### src/rtl/biquad_zero_coeff_sequencer_if.sv
// ============================================================================
//  biquad_zero_coeff_sequencer_if
//  Register-bus and FIR coefficient-port bundle for the zero-coeff sequencer.
//  Revision: 1.0
// ============================================================================
`default_nettype none

interface biquad_zero_coeff_sequencer_if #(
   parameter int NCHAN      = 8,
   parameter int CHAN_BITS  = 3,
   parameter int COEFF_BITS = 18
);
   logic                  wr_i;
   logic [CHAN_BITS:0]    wr_addr_i;
   logic [COEFF_BITS-1:0] wr_dat_i;
   logic [NCHAN-1:0]      update_req_i;
   logic [COEFF_BITS-1:0] coeff_dat_o;
   logic [NCHAN-1:0]      coeff_wr_o;
   logic [NCHAN-1:0]      coeff_update_o;
   logic [NCHAN-1:0]      pending_o;
   logic                  busy_o;
   logic                  done_o;

   modport master (
      output wr_i, wr_addr_i, wr_dat_i, update_req_i,
      input  coeff_dat_o, coeff_wr_o, coeff_update_o, pending_o, busy_o, done_o
   );

   modport slave (
      input  wr_i, wr_addr_i, wr_dat_i, update_req_i,
      output coeff_dat_o, coeff_wr_o, coeff_update_o, pending_o, busy_o, done_o
   );
endinterface

`default_nettype wire

### src/rtl/biquad_zero_coeff_sequencer.sv
// ============================================================================
//  biquad_zero_coeff_sequencer
//  Round-robin b/a/update load sequencer for NCHAN biquad zero-FIR instances.
//  Revision: 1.0
// ============================================================================
`default_nettype none

module biquad_zero_coeff_sequencer #(
   parameter int NCHAN      = 8,
   parameter int CHAN_BITS  = 3,
   parameter int COEFF_BITS = 18
) (
   input  logic clk,
   input  logic rst_n,
   biquad_zero_coeff_sequencer_if.slave bus
);

   typedef enum logic [2:0] {
      ST_IDLE   = 3'd0,
      ST_SELECT = 3'd1,
      ST_LOAD_B = 3'd2,
      ST_LOAD_A = 3'd3,
      ST_UPDATE = 3'd4
   } state_t;

   localparam logic [CHAN_BITS:0]   NCHAN_W  = (CHAN_BITS+1)'(NCHAN);
   localparam logic [CHAN_BITS-1:0] LAST_RST = CHAN_BITS'(NCHAN-1);
   localparam logic [NCHAN-1:0]     ONE      = NCHAN'(1);

   state_t                state_q, state_d;
   logic [COEFF_BITS-1:0] b_q [NCHAN];
   logic [COEFF_BITS-1:0] a_q [NCHAN];
   logic [COEFF_BITS-1:0] b_snap_q, b_snap_d, a_snap_q, a_snap_d;
   logic [NCHAN-1:0]      pending_q, pending_d;
   logic [CHAN_BITS-1:0]  last_q, last_d, chan_q, chan_d;
   logic                  done_q, done_d;

   logic [NCHAN-1:0]      start_mask;
   logic [CHAN_BITS-1:0]  pick;
   logic                  pick_vld;
   logic [CHAN_BITS-1:0]  wr_chan;
   logic                  wr_ok;
   logic [NCHAN-1:0]      chan_onehot;

   assign wr_chan     = bus.wr_addr_i[CHAN_BITS:1];
   assign wr_ok       = bus.wr_i && ({1'b0, wr_chan} < NCHAN_W);
   assign chan_onehot = ONE << chan_q;

   // First pending channel strictly after the last serviced one, with wrap.
   always_comb begin : blk_rr_pick
      int idx;
      idx      = 0;
      pick     = '0;
      pick_vld = 1'b0;
      for (int k = 1; k <= NCHAN; k++) begin
         idx = (int'(last_q) + k) % NCHAN;
         if (!pick_vld && pending_q[idx[CHAN_BITS-1:0]]) begin
            pick_vld = 1'b1;
            pick     = idx[CHAN_BITS-1:0];
         end
      end
   end

   always_comb begin
      state_d    = state_q;
      chan_d     = chan_q;
      last_d     = last_q;
      b_snap_d   = b_snap_q;
      a_snap_d   = a_snap_q;
      start_mask = '0;
      done_d     = 1'b0;
      case (state_q)
         ST_IDLE: begin
            if (|pending_q) state_d = ST_SELECT;
         end
         ST_SELECT: begin
            if (pick_vld) begin
               chan_d     = pick;
               last_d     = pick;
               b_snap_d   = b_q[pick];
               a_snap_d   = a_q[pick];
               start_mask = ONE << pick;
               state_d    = ST_LOAD_B;
            end else begin
               state_d = ST_IDLE;
            end
         end
         ST_LOAD_B: state_d = ST_LOAD_A;
         ST_LOAD_A: state_d = ST_UPDATE;
         ST_UPDATE: begin
            // Same-cycle requests chain straight into the next selection.
            if (|(pending_q | bus.update_req_i)) begin
               state_d = ST_SELECT;
            end else begin
               state_d = ST_IDLE;
               done_d  = 1'b1;
            end
         end
         default: state_d = ST_IDLE;
      endcase
      pending_d = (pending_q | bus.update_req_i) & ~start_mask;
   end

   always_ff @(posedge clk) begin
      if (!rst_n) begin
         for (int i = 0; i < NCHAN; i++) begin
            b_q[i] <= '0;
            a_q[i] <= '0;
         end
         state_q   <= ST_IDLE;
         b_snap_q  <= '0;
         a_snap_q  <= '0;
         pending_q <= '0;
         last_q    <= LAST_RST;
         chan_q    <= '0;
         done_q    <= 1'b0;
      end else begin
         if (wr_ok) begin
            if (bus.wr_addr_i[0]) a_q[wr_chan] <= bus.wr_dat_i;
            else                  b_q[wr_chan] <= bus.wr_dat_i;
         end
         state_q   <= state_d;
         b_snap_q  <= b_snap_d;
         a_snap_q  <= a_snap_d;
         pending_q <= pending_d;
         last_q    <= last_d;
         chan_q    <= chan_d;
         done_q    <= done_d;
      end
   end

   assign bus.coeff_dat_o    = (state_q == ST_LOAD_B) ? b_snap_q :
                               (state_q == ST_LOAD_A) ? a_snap_q : '0;
   assign bus.coeff_wr_o     = (state_q == ST_LOAD_B || state_q == ST_LOAD_A) ? chan_onehot : '0;
   assign bus.coeff_update_o = (state_q == ST_UPDATE) ? chan_onehot : '0;
   assign bus.pending_o      = pending_q;
   assign bus.busy_o         = (state_q != ST_IDLE) || (|pending_q);
   assign bus.done_o         = done_q;

endmodule

`default_nettype wire

### src/flat_wrapper.sv
// flat-port wrapper written by rule: the top's interface ports become plain ports
module biquad_zero_coeff_sequencer_flat 
#(
   parameter int NCHAN      = 8,
   parameter int CHAN_BITS  = 3,
   parameter int COEFF_BITS = 18
)
  (clk, rst_n, bus_wr_i, bus_wr_addr_i, bus_wr_dat_i, bus_update_req_i, bus_coeff_dat_o, bus_coeff_wr_o, bus_coeff_update_o, bus_pending_o, bus_busy_o, bus_done_o);
  biquad_zero_coeff_sequencer_if #(.NCHAN(NCHAN), .CHAN_BITS(CHAN_BITS), .COEFF_BITS(COEFF_BITS)) bus_i ();
  input  logic clk;
  input  logic rst_n;
  input wire logic [$bits(bus_i.wr_i)-1:0] bus_wr_i;
  input wire logic [$bits(bus_i.wr_addr_i)-1:0] bus_wr_addr_i;
  input wire logic [$bits(bus_i.wr_dat_i)-1:0] bus_wr_dat_i;
  input wire logic [$bits(bus_i.update_req_i)-1:0] bus_update_req_i;
  output wire logic [$bits(bus_i.coeff_dat_o)-1:0] bus_coeff_dat_o;
  output wire logic [$bits(bus_i.coeff_wr_o)-1:0] bus_coeff_wr_o;
  output wire logic [$bits(bus_i.coeff_update_o)-1:0] bus_coeff_update_o;
  output wire logic [$bits(bus_i.pending_o)-1:0] bus_pending_o;
  output wire logic [$bits(bus_i.busy_o)-1:0] bus_busy_o;
  output wire logic [$bits(bus_i.done_o)-1:0] bus_done_o;
  assign bus_i.wr_i = bus_wr_i;
  assign bus_i.wr_addr_i = bus_wr_addr_i;
  assign bus_i.wr_dat_i = bus_wr_dat_i;
  assign bus_i.update_req_i = bus_update_req_i;
  assign bus_coeff_dat_o = bus_i.coeff_dat_o;
  assign bus_coeff_wr_o = bus_i.coeff_wr_o;
  assign bus_coeff_update_o = bus_i.coeff_update_o;
  assign bus_pending_o = bus_i.pending_o;
  assign bus_busy_o = bus_i.busy_o;
  assign bus_done_o = bus_i.done_o;
  biquad_zero_coeff_sequencer #(.NCHAN(NCHAN), .CHAN_BITS(CHAN_BITS), .COEFF_BITS(COEFF_BITS)) u_core (.clk(clk), .rst_n(rst_n), .bus(bus_i));
endmodule
### config.mk
export PLATFORM = sky130hd
export DESIGN_NAME = biquad_zero_coeff_sequencer_flat
export DESIGN_NICKNAME = d
export VERILOG_FILES = /design/src/rtl/biquad_zero_coeff_sequencer_if.sv /design/src/rtl/biquad_zero_coeff_sequencer.sv /design/src/flat_wrapper.sv
export SDC_FILE = /design/constraint.sdc
export NUM_CORES = 1
export LEC_CHECK = 0
export BUFFER_PORTS_ARGS = -buffer_cell sky130_fd_sc_hd__buf_2
export CAP_MARGIN = 25
export CORE_UTILIZATION = 60
export DETAILED_ROUTE_END_ITERATION = 8
export PLACE_DENSITY = 0.79
export SETUP_SLACK_MARGIN = 0.02
export SLEW_MARGIN = 20
export SYNTH_ARGS = -nofsm -noshare
export SYNTH_HDL_FRONTEND = slang
export SYNTH_SLANG_ARGS = --single-unit
### constraint.sdc
create_clock -name clk -period 5.85 [get_ports clk]
set_input_delay 0.585 -clock clk [delete_from_list [all_inputs] [get_ports clk]]
set_output_delay 0.585 -clock clk [all_outputs]
set_load 0.05 [all_outputs]
# Word-level counts from Yosys, hierarchy flattened
# Memories as Yosys holds them, arrays and structs flattened. A register that Yosys moved wholly into a read port is not among the register bits.
# Index checks and enable logic that the tools add are counted.
# classes
shifts,2
mux,58
n_addsub,8
n_eq_ne,5
n_reduce_logical,26
order_cmp,8
bitwise_logic,3
# ops
operator,count
$mux 18,4
$reduce_or 18->1,2
$mux 3,11
$lt 3x4->1 const B,8
$mux 8,4
$mux 1,29
$bmux 1 s3,8
$reduce_or 8->1,2
$shl 1x3->8 const A,2
$pmux 3 s5,1
$add 3x3->3 const B,4
$logic_not 1->1,9
$and 8x8->8,1
$not 8->8,1
$or 8x8->8,1
$logic_and 1x1->1,7
$add 3x1->3 const B,2
$add 3x2->3 const B,2
$eq 3x2->1 const B,2
$reduce_and 2->1,2
$eq 3x1->1 const B,1
$eq 3x3->1 const B,1
$logic_not 3->1,1
$reduce_bool 3->1,1
3 further kinds,4
# word_totals
ramBits,288
regBits,18
input_bits,33
output_inout_bits,44
wordCells,117
memories,2
# mem_list
memory,words,word_bits,read_ports,rd_ports_with_merged_regs,wr,line,source
u_core.a_q,8,18,1,1,8,biquad_zero_coeff_sequencer.sv:32,logic [COEFF_BITS-1:0] a_q [NCHAN];
u_core.b_q,8,18,1,1,8,biquad_zero_coeff_sequencer.sv:31,logic [COEFF_BITS-1:0] b_q [NCHAN];

# Depth between registers and ports, before layout
# logic_depth
ltp_word,30
mapped_depth,19
mapped_depth_nobuf,11

# Least setup slack after synthesis
# No wires, ideal clock.
# synth_path
kind,flip-flop to flip-flop
from,register u_core.last_q[0]
to,"register u_core.a_snap_q[3], read port of u_core.a_q"
arrival_time_ps,4168
stages_incl_launch_ff,20
setup_time_ps,125
n_path_buf,8
synth_period_minus_slack_ps,4293
required_ps,5725
path_slack_ps,1557
cell_sequence,dfxtp_1 -> buf_4 -> buf_2 -> buf_1 -> inv_1 -> ha_1 -> buf_2 -> buf_2 -> mux2i_1 -> mux2i_1 -> o221ai_2 -> o211ai_1 -> a2111oi_0 -> nor3_1 -> buf_2 -> and3_1 -> buf_4 -> buf_6 -> a22o_1 -> o41a_1
# synth_between
elab_chain_len,26
word_cells_on_any_way,55
cone_classes,8 x add/sub; 32 x mux; 15 x reduce/logical
# synth_rtl
item,line,source
from (decl),biquad_zero_coeff_sequencer.sv:35,"logic [CHAN_BITS-1:0] last_q, last_d, chan_q, chan_d;"
from (signal assigned),biquad_zero_coeff_sequencer.sv:126,last_q <= last_d;
$add 3x1->3,biquad_zero_coeff_sequencer.sv:56,idx = (int'(last_q) + k) % NCHAN;
$bmux 1 s3,biquad_zero_coeff_sequencer.sv:57,if (!pick_vld && pending_q[idx[CHAN_BITS-1:0]]) begin
$mux 1 (implied by the code),biquad_zero_coeff_sequencer.sv:57,
$mux 1,biquad_zero_coeff_sequencer.sv:57,
$logic_not 1->1,biquad_zero_coeff_sequencer.sv:57,
$logic_and 1x1->1,biquad_zero_coeff_sequencer.sv:57,
$mux 1,biquad_zero_coeff_sequencer.sv:57,
$logic_not 1->1,biquad_zero_coeff_sequencer.sv:57,
(+10 left out),n/a,
$mux 1,biquad_zero_coeff_sequencer.sv:57,
$logic_not 1->1,biquad_zero_coeff_sequencer.sv:57,
$logic_and 1x1->1,biquad_zero_coeff_sequencer.sv:57,
$mux 1,biquad_zero_coeff_sequencer.sv:57,
$logic_not 1->1,biquad_zero_coeff_sequencer.sv:57,
$logic_and 1x1->1,biquad_zero_coeff_sequencer.sv:57,
$mux 1,biquad_zero_coeff_sequencer.sv:57,
$reduce_and 2->1 (no source line),n/a,
to (decl),biquad_zero_coeff_sequencer.sv:33,"logic [COEFF_BITS-1:0] b_snap_q, b_snap_d, a_snap_q, a_snap_d;"
# Parallel ways exist; a longest one is shown, timed or not. The select of a mux whose other input is x is not followed.
# A chain may end at the register's enable or synchronous reset.

# Worst setup path in the final report
# layout_path
from,register u_core.last_q[1]
to,"register u_core.a_snap_q[0], read port of u_core.a_q"
# The elaborated chain is that of the path after synthesis.

==> qor.csv <==
stage,metric,value,unit
routing,1st-iter DRT viols,1499,
floorplanning,row count,60,
place,GPL Wtd Cong,0.885,
timing,Fin Setup TNS,0,ns
place,PortBufs,76,
floorplanning,die area,0.0282,mm^2
routing,drt drc,0,
clock_network,root cell of the clock tree,clkbuf_16,
routing,WL per Instance,25.1,um
worst_setup_path,Worst EP required,6.24,ns
timing,final hold viol count,0,
cells_and_area,Final Net Count,1485,
yosys,synthesis-stage register bit count,342,
yosys,cell count after synthesis,1422,
clock_network,clock insertion delay at the later pin of the skew report,0.51,ns
yosys,Synth Area per Inst,11.6,um^2
cells_and_area,"Area growth, synth to finish",11.7,%
clock_network,clk sinks,342,
worst_setup_path,CP Max Fanout,48,
place,placed cell count,1751,
yosys,Yosys cell types,57,
clock_network,hold buffers post-CTS,0,
timing,RSZ-0062 raised after global routing,false,
clock_network,CTS tree,built,
grt,first-pass GRT wire length,70.0,mm
clock_network,CTS clock-pin slew for the worst setup and hold paths,0.06,ns
worst_hold_path,Hold WC Path Type,in -> reg,
grt,largest net degree at the start of global routing,77,
floorplanning,Core Area,0.0270,mm^2
cells_and_area,most frequent cells in the layout,"292 x and2_1, 288 x edfxtp_1, 79 x nand3_1, 76 x nor2_1, 76 x buf_2",
routing,Via density,6.69,
timing,Setup Viol. Count Final,0,
run,max_cap viols,0,
yosys,yosys warns,0,
cells_and_area,Finished Layout Cells,1818,
worst_setup_path,CP Class,reg -> reg,
worst_setup_path,Worst setup EP type,flop,
yosys,largest cells by area after synthesis,"edfxtp_1 52%, and2_1 11%, dfxtp_1 6.5%, mux2i_1 3.3%, a22o_1 2.9%",
timing,max-slew violation count,0,
timing,fmax,200,MHz
cells_and_area,"most common cell after layout, fill and taps aside",and2_1,
yosys,synthesized cell area,0.0165,mm^2
yosys,most common flop cell mapped by yosys,edfxtp_1,
routing,Routed WL,45.7,mm
worst_setup_path,startpoint types,flop,
clock_network,CTS buffer count,35,
yosys,"area leader, netlist",edfxtp_1,
grt,vias in the first global route,12000,
floorplanning,Top-Level Pins,77,
yosys,number of synthesized flops with an enable pin,288,
grt,antenna violations before repair,2,
yosys,post-synthesis async set-or-reset flop share,0,%
timing,Clock Skew,0.0217,ns
floorplanning,Chip Height,168,um
timing,Worst Tran Pin Value,1.09,ns
grt,Overflow after GRT,0,
clock_network,Clock Path Buffers,3,
pwr,Power Density,528,mW/mm^2
routing,Routed Antenna Nets,0,
grt,total routing usage reported by global routing,32.9,%
cells_and_area,layout cells sized above 1,14.4,%
routing,Initial DRT Pass Iterations,5,
worst_setup_path,"Arr. time, crit path",5.38,ns
clock_network,post-CTS sizing,0,
yosys,register area share after synthesis,58.9,%
yosys,Syn Nets,1457,
timing,crit path time final,4.99,ns
floorplanning,die width,168,um
floorplanning,Initial Util,61.3,%
routing,vias,12200,
timing,fin crit share,85.4,%
pwr,Pleak,6.61,nW
timing,worst rel slew slack,27.2,%
clock_network,H-tree levels,2,
yosys,Yosys top cell area share,52.3,%
pwr,Max VDD drop,1.21,mV
outcome,outcome,"complete, no violations",
place,HPWL after DPL,26.4,mm
clock_network,post-CTS setup repair buffer count,0,
timing,hold_ws,0.391,ns
sequential cells by signal (all words and copies together), names as in the netlist:
| name | flops |
|---|---|
| u_core.b_q | 144 |
| u_core.chan_q | 3 |
| u_core.bus.done_o | 1 |
| u_core.a_snap_q | 18 |
| u_core.a_q | 144 |
| u_core.b_snap_q | 18 |
| u_core.last_q | 3 |
| u_core.state_q | 3 |
| u_core.bus.pending_o | 8 |
cell families (layout without fill, tap and decap cells):
kind of cell | after synthesis | after routing | synth area share [%]
DFF | 342 | 342 | 58.9
muxes | 65 | 65 | 4.63
and+or+nand+nor | 573 | 573 | 19.5
buffers and inverters | 139 | 192 | 3.46
AOI/OAI and AO/OA | 297 | 297 | 13.1
other | 0 | 2 | 0
adders and majority gates | 2 | 2 | 0.151
xor gates and xnor gates | 4 | 4 | 0.257
routing by layer:
metal / vias to the layer above / wire length [um] / track usage, %
met3: 109 / 4840 / 7.43
met1: 5960 / 17400 / 43.1
met4: 0 / 1530 / 12.6
li1: 5352 / - / -
met2: 743 / 21900 / 53.8
met5: - / 0 / 0
per-stage QoR:
step	setup WS, ns	util (%)	power (mW)	instance area, um^2
floorplan	1.56	-	6.13	16500
detailed placement	0.923	64.2	7.46	17300
CTS	0.873	68.3	9.65	18400
global route	0.385	68.5	10.2	18500
finish	0.855	68.5	9.74	18500
global placement	1.06	64.0	7.39	17200
critical path, stage by stage (launching register included):
cell and delay, ns:
dfxtp_1 0.71, inv_1 0.18, ha_1 0.70, mux2i_1 0.34, mux2i_1 0.13, o221ai_1 0.46, o221ai_1 0.24, and4_1 0.26
nor3_2 0.30, buf_4 0.68, mux2i_1 0.30, nor2_1 0.07, o41a_1 0.43
cell usage after synthesis (3+ instances only):
master,count
nand2b_1,11
nand2_1,35
buf_2,13
clkbuf_1,100
a31oi_1,36
dfxtp_1,54
o221a_2,4
buf_4,3
a21boi_0,3
a211oi_1,3
nor2b_1,3
o211ai_1,40
and4_1,4
edfxtp_1,288
o41a_1,36
nor3b_1,3
o21ai_0,60
a21oi_1,45
mux4_2,9
nand3_1,79
and2_1,292
buf_6,3
nor4_1,6
buf_1,13
o221ai_1,3
inv_1,7
mux2i_1,54
nor2_1,77
nand4_1,39
nor3_1,9
a22o_1,55
o22ai_1,3
path summary, 6_finish.rpt:
path	startpoint	end	slack, ns	cells past startpoint
worst max-delay path	u_core.last_q[1]	u_core.a_snap_q[0]	0.86	12
worst min-delay path	bus_update_req_i[4]	u_core.bus.pending_o[4]	0.39	3
worst max register to register	u_core.last_q[1]	u_core.a_snap_q[0]	0.86	12
worst min register to register	u_core.chan_q[1]	u_core.chan_q[1]	0.56	2
where the power goes:
part	switching, mW	internal (mW)	total, mW
registers	0.150	2.84	2.99
clock network	0.897	1.30	2.20
logic	3.21	1.35	4.56
final cells by class:
type / instances / area (um^2)
fill: 1903 / 8490
clock buffer: 55 / 1030
inverter: 7 / 26.3
clock inverter: 7 / 88.8
timing repair buffer: 123 / 808
tap: 341 / 427
multi-input combinational: 941 / 6340
antenna: 2 / 5.00
sequential: 342 / 9730
(Power assumes the default switching activity.)
